<file path="config.mk">
export PLATFORM = sky130hd
export DESIGN_NAME = lbp_window_engine_flat
export DESIGN_NICKNAME = d
export VERILOG_FILES = /design/src/rtl/lbp_window_engine_if.sv /design/src/rtl/lbp_window_engine.sv /design/src/flat_wrapper.sv
export SDC_FILE = /design/constraint.sdc
export NUM_CORES = 1
export LEC_CHECK = 0
export ABC_AREA = 1
export CORE_ASPECT_RATIO = 2
export CORE_MARGIN = 2
export CORE_UTILIZATION = 24
export CTS_CLUSTER_DIAMETER = 50
export DETAILED_ROUTE_END_ITERATION = 16
export DONT_BUFFER_PORTS = 1
export PLACE_DENSITY = 0.45
export RECOVER_POWER = 50
export SETUP_SLACK_MARGIN = 0.02
export SLEW_MARGIN = 20
export SYNTH_ARGS = -nofsm -noshare
export SYNTH_HDL_FRONTEND = slang
export SYNTH_SLANG_ARGS = --single-unit
</file>
<file path="constraint.sdc">
create_clock -name i_clk -period 4.65 [get_ports i_clk]
set_input_delay 0.93 -clock i_clk [delete_from_list [all_inputs] [get_ports i_clk]]
set_output_delay 0.93 -clock i_clk [all_outputs]
set_load 0.005 [all_outputs]
</file>
<file path="src/rtl/lbp_window_engine_if.sv">
// Result stream from the LBP window engine to the histogram/classifier stage.
// Signal names keep the engine's port naming so both ends read the same.
interface lbp_window_engine_if;
   logic [7:0] o_code;
   logic [1:0] o_row;
   logic [2:0] o_col;
   logic       o_valid;
   logic       o_last;
   logic       i_ready;

   modport master (
      output o_code, o_row, o_col, o_valid, o_last,
      input  i_ready
   );

   modport slave (
      input  o_code, o_row, o_col, o_valid, o_last,
      output i_ready
   );
endinterface

</file>
<file path="src/rtl/lbp_window_engine.sv">
// Snapshots a 6x9 pixel window on start and streams the 28 interior 3x3 LBP
// codes in raster order over a valid/ready handshake.
module lbp_window_engine (
   input  logic                   i_clk,
   input  logic                   i_rst,
   input  logic [5:0][8:0][7:0]   i_window,
   input  logic                   i_start,
   output logic                   o_busy,
   output logic                   o_done,
   lbp_window_engine_if.master    strm
);

   localparam int unsigned ROWS    = 6;
   localparam int unsigned COLS    = 9;
   localparam int unsigned PIX_W   = 8;
   localparam int unsigned LAST_R  = ROWS - 3;
   localparam int unsigned LAST_C  = COLS - 3;

   typedef enum logic {ST_IDLE, ST_RUN} state_t;

   state_t                              state_q;
   logic [ROWS-1:0][COLS-1:0][PIX_W-1:0] snap_q;
   logic [1:0]                          pos_r_q;
   logic [2:0]                          pos_c_q;
   logic                                all_loaded_q;
   logic                                busy_q;
   logic                                done_q;
   logic                                valid_q;
   logic                                last_q;
   logic [7:0]                          code_q;
   logic [1:0]                          row_q;
   logic [2:0]                          col_q;

   logic [2:0]                          rn;
   logic [3:0]                          cn;
   logic [7:0][PIX_W-1:0]               nb_c;
   logic [PIX_W-1:0]                    ctr_c;
   logic [7:0]                          code_d;
   logic                                at_end_c;

   assign rn       = {1'b0, pos_r_q};
   assign cn       = {1'b0, pos_c_q};
   assign at_end_c = (pos_r_q == 2'(LAST_R)) && (pos_c_q == 3'(LAST_C));

   // Neighbours clockwise from top-left; each bit is set when neighbour >= centre.
   always_comb begin
      ctr_c   = snap_q[rn + 3'd1][cn + 4'd1];
      nb_c[0] = snap_q[rn][cn];
      nb_c[1] = snap_q[rn][cn + 4'd1];
      nb_c[2] = snap_q[rn][cn + 4'd2];
      nb_c[3] = snap_q[rn + 3'd1][cn + 4'd2];
      nb_c[4] = snap_q[rn + 3'd2][cn + 4'd2];
      nb_c[5] = snap_q[rn + 3'd2][cn + 4'd1];
      nb_c[6] = snap_q[rn + 3'd2][cn];
      nb_c[7] = snap_q[rn + 3'd1][cn];
      code_d  = '0;
      for (int k = 0; k < 8; k++) begin
         code_d[k] = (nb_c[k] >= ctr_c);
      end
   end

   always_ff @(posedge i_clk) begin
      if (i_rst) begin
         state_q      <= ST_IDLE;
         snap_q       <= '0;
         pos_r_q      <= '0;
         pos_c_q      <= '0;
         all_loaded_q <= 1'b0;
         busy_q       <= 1'b0;
         done_q       <= 1'b0;
         valid_q      <= 1'b0;
         last_q       <= 1'b0;
         code_q       <= '0;
         row_q        <= '0;
         col_q        <= '0;
      end else begin
         done_q <= 1'b0;
         case (state_q)
            ST_IDLE: begin
               if (i_start) begin
                  snap_q       <= i_window;
                  pos_r_q      <= '0;
                  pos_c_q      <= '0;
                  all_loaded_q <= 1'b0;
                  busy_q       <= 1'b1;
                  state_q      <= ST_RUN;
               end
            end
            ST_RUN: begin
               if (all_loaded_q) begin
                  // Output register holds the final code; retire on its handshake.
                  if (valid_q && strm.i_ready) begin
                     valid_q <= 1'b0;
                     last_q  <= 1'b0;
                     done_q  <= 1'b1;
                     busy_q  <= 1'b0;
                     state_q <= ST_IDLE;
                  end
               end else if (!valid_q || strm.i_ready) begin
                  valid_q      <= 1'b1;
                  code_q       <= code_d;
                  row_q        <= pos_r_q;
                  col_q        <= pos_c_q;
                  last_q       <= at_end_c;
                  all_loaded_q <= at_end_c;
                  if (pos_c_q == 3'(LAST_C)) begin
                     pos_c_q <= '0;
                     pos_r_q <= pos_r_q + 2'd1;
                  end else begin
                     pos_c_q <= pos_c_q + 3'd1;
                  end
               end
            end
            default: state_q <= ST_IDLE;
         endcase
      end
   end

   assign o_busy       = busy_q;
   assign o_done       = done_q;
   assign strm.o_valid = valid_q;
   assign strm.o_last  = last_q;
   assign strm.o_code  = code_q;
   assign strm.o_row   = row_q;
   assign strm.o_col   = col_q;

endmodule

</file>
<file path="src/flat_wrapper.sv">
// flat-port wrapper written by rule: the top's interface ports become plain ports
module lbp_window_engine_flat 
  (i_clk, i_rst, i_window, i_start, o_busy, o_done, strm_o_code, strm_o_row, strm_o_col, strm_o_valid, strm_o_last, strm_i_ready);
  lbp_window_engine_if strm_i ();
  input  logic i_clk;
  input  logic i_rst;
  input  logic [5:0][8:0][7:0] i_window;
  input  logic i_start;
  output logic o_busy;
  output logic o_done;
  output wire logic [$bits(strm_i.o_code)-1:0] strm_o_code;
  output wire logic [$bits(strm_i.o_row)-1:0] strm_o_row;
  output wire logic [$bits(strm_i.o_col)-1:0] strm_o_col;
  output wire logic [$bits(strm_i.o_valid)-1:0] strm_o_valid;
  output wire logic [$bits(strm_i.o_last)-1:0] strm_o_last;
  input wire logic [$bits(strm_i.i_ready)-1:0] strm_i_ready;
  assign strm_o_code = strm_i.o_code;
  assign strm_o_row = strm_i.o_row;
  assign strm_o_col = strm_i.o_col;
  assign strm_o_valid = strm_i.o_valid;
  assign strm_o_last = strm_i.o_last;
  assign strm_i.i_ready = strm_i_ready;
  lbp_window_engine u_core (.i_clk(i_clk), .i_rst(i_rst), .i_window(i_window), .i_start(i_start), .o_busy(o_busy), .o_done(o_done), .strm(strm_i));
endmodule
</file>
==> impl_metrics.yaml <==
status:
  status: "finished, violations left"
  violations: "max-capacitance violations, max-slew violations"
logic_synthesis:
  syn_avg_cell_area_um2: 6.20
  seq_area_frac_synth: 0.310
  ys_ff_latch: 456
  ys_top_cells_by_area: "dfxtp_1 31%, nand2_1 14%, o21ai_0 13%, nor2_1 7.3%, nand3_1 6.6%"
  syn_inst: 4760
  synth_area_um2: 29500
  synth_top_area_share: 0.310
  synth_top_area_cell: "dfxtp_1"
  ys_async_sr_fraction: 0
  synth_enable_flop_cells: 0
  dominantRegCellSynth: "dfxtp_1"
  synth_cell_types: 37
  yosysWarnings: 0
  syn_nets: 5264
critical_path:
  cp.required_ps: 5180
  r2r_cells: 13
  start_kind: "input port"
  end_kind: "flip-flop"
  path_cells: "clkinvlp_4, clkbuf_2, o21ai_0, a21oi_1"
  rr_startpoint: "u_core.pos_r_q[0]"
  cpMaxStageDelayCell: "clkinvlp_4"
  criticalPathCategory: "input port to flip-flop"
  worstReg2RegEnd: "u_core.strm.o_code[5]"
  slowest_delay_ps: 1430
  path_buf_inv: 2
  r2r_setup_slack_ps: 730
  critPathMaxFanout: 104
  cp_top_family: "buffers and inverters"
  cp.arrival_ps: 4590
timing:
  drv_slew: 193
  fin_crit_sh: 0.873
  grt_setup_unrepaired: "no"
  fin_crit_ps: 4060
  relSlewSlack: -0.400
  setup_violations: 0
  hold_viol: 0
  fin_setup_tns_ps: 0
  finClkSkew_ps: 24.4
  tightest_slew_ps: 2100
  fmax_mhz: 246
floorplanning:
  die_y_um: 500
  die-area_um2: 126000
  core_area_um2: 122000
  die_w_um: 252
  io_pins: 453
  num_rows: 181
  floorplan.initialDensity: 0.242
routing:
  drt_wl_total_um: 168000
  wire_per_inst_um: 27.2
  ant_nets: 0
  routed_via_density: 5.23
  firstDrtPassIters: 6
  drc: 0
  drtIter0Drc: 2878
  vias: 32289
pwr:
  power.total_mw: 14.3
  cellLeakagePower_nw: 13.6
  power-per-cell-area_nw_per_um2: 438
  swShare: 0.424
  p_seq_frac: 0.323
  p_switching_mw: 6.09
  vdd_drop_max_mv: 0.299
  p_comb_frac: 0.350
  clock_power_share: 0.327
  p_int_mw: 8.26
cells_and_area:
  multi_input_area_um2: 17300
  syn_to_final_growth_pct: 11.1
  layout.nets: 5061
  layoutNonFillerInstCount: 6175
  seq_area_um2: 9140
  mostFrequentLayoutCells: "1076 x nand2_1, 773 x o21ai_0, 571 x nor2_1"
  layout_commonest_cell: "nand2_1"
  fill_cells: 13873
  drive_gt1_frac: 0.0561
clock_tree:
  ctsHoldBuffers: 0
  cts_buffers: 57
  post_cts_buffers: 0
  cts_resized: 0
  cts_tree: "built"
  cts.sink_count: 456
  cts_buffer_depth: 3
  h-tree-depth: 2
  clk_latency_ps: 690
  cts-root-buf: "clkbuf_16"
  path_clk_slew_ps: 70
global_routing:
  grt_overflow: 0
  grt_pass1_wl_um: 234000
  grt.total_usage: 0.259
  grt_max_degree: 183
  antenna_found_initial: 44
  first_global_vias: 31117
run:
  max_cap_violations: 2
place:
  gp_congestion: 0.963
  portBuffers: 0
  hpwl_um: 131000
  dp.cells: 6053
min_path:
  holdPathEnd: "u_core.all_loaded_q"
  hp-class: "input port to flip-flop"
  hold_depth: 1
  hold_start: "i_rst"
-- power by group through the flow --
| stage | clock (mW) | sequential [mW] | combinational [mW] |
|---|---|---|---|
| after floorplan | 0 | 4.50 | 3.07 |
| after detailed placement | 0 | 4.72 | 4.95 |
| final | 4.69 | 4.64 | 5.02 |
| after global routing | 4.94 | 4.67 | 5.49 |
| after global placement | 0 | 4.72 | 4.95 |
| after CTS | 4.82 | 4.63 | 4.97 |
-- worst reg2reg max path, stage by stage, from the launching register on --
cell	delay [ps]
dfxtp_4	530
buf_12	320
buf_4	530
nand2_1	100
nand3_1	150
o21ai_1	120
o2111ai_1	950
nand3_1	380
nand2_1	160
ha_1	250
a21oi_1	150
nand2_1	70
nand2_1	50
a21oi_1	50
-- synthesized netlist by cell type (all sizes together) (4+ instances only) --
| library cell | count |
|---|---|
| clkbuf | 183 |
| o211ai | 117 |
| nor2 | 576 |
| a21oi | 341 |
| a211oi | 11 |
| mux2i | 17 |
| o2111ai | 22 |
| o21a | 47 |
| nor3 | 4 |
| ha | 68 |
| or2 | 46 |
| nand2 | 1076 |
| buf | 213 |
| dfxtp | 456 |
| o21ai | 869 |
| a21boi | 10 |
| inv | 301 |
| nand3 | 387 |
| nand4 | 8 |
-- metal layers --
layer	vias to the layer above	global-route usage	wire [um]
met4	10	0.196	14900
met5	-	0	56
met3	362	0.0408	8860
li1	15441	-	-
met1	15332	0.277	61300
met2	1144	0.457	82900
-- how the worst max path moves through the flow --
stage               slack, ps  cells past startpoint                    end         startpoint
CTS                       860                     20  u_core.strm.o_code[0]  u_core.pos_r_q[0]
global route              330                      4      u_core.snap_q[16]              i_rst
floorplan                1250                     21  u_core.strm.o_code[1]  u_core.pos_c_q[0]
detailed placement        860                     20  u_core.strm.o_code[0]  u_core.pos_r_q[0]
finish                    590                      4      u_core.snap_q[16]              i_rst
global placement          840                     20  u_core.strm.o_code[3]  u_core.pos_r_q[0]
-- sequential cells by signal (all words and copies together), names as in the netlist --
name,cells
u_core.state_q,1
u_core.pos_r_q,2
u_core.strm.o_code,8
u_core.strm.o_row,2
u_core.pos_c_q,3
u_core.strm.o_valid,1
u_core.o_busy,1
u_core.strm.o_col,3
u_core.strm.o_last,1
u_core.snap_q,432
u_core.o_done,1
u_core.all_loaded_q,1
-- cell families (layout without fill, tap and decap cells) --
logic type	after synthesis	count (layout)	synth area share
XOR/XNOR	1	1	0.000297
flip-flops	456	456	0.310
AND/OR/NAND/NOR	2097	2097	0.289
multiplexers	17	17	0.00577
buffers and inverters	699	541	0.106
AO/OA/AOI/OAI	1422	1422	0.260
other	0	18	0
adder cells (fa/ha/maj)	68	68	0.0289
-- final cells by class --
cell class              instances  area share
clock inverters                31      0.0116
multi-input cells            3605       0.527
repair buffers                134      0.0384
diodes                         18     0.00137
flip-flops and latches        456       0.279
inverters                     303      0.0355
clock buffers                  73      0.0481
well taps                    1555      0.0594
-- per-stage QoR --
step	util	hold slack, ps	instance area (um2)	setup WS (ps)
floorplan	-	439	29500	1250
global route	0.269	301	32800	326
finish	0.269	317	32800	590
detailed placement	0.253	458	30800	864
CTS	0.269	292	32800	864
global placement	0.253	454	30800	841
No activity file was read; power rests on OpenSTA's default activity.
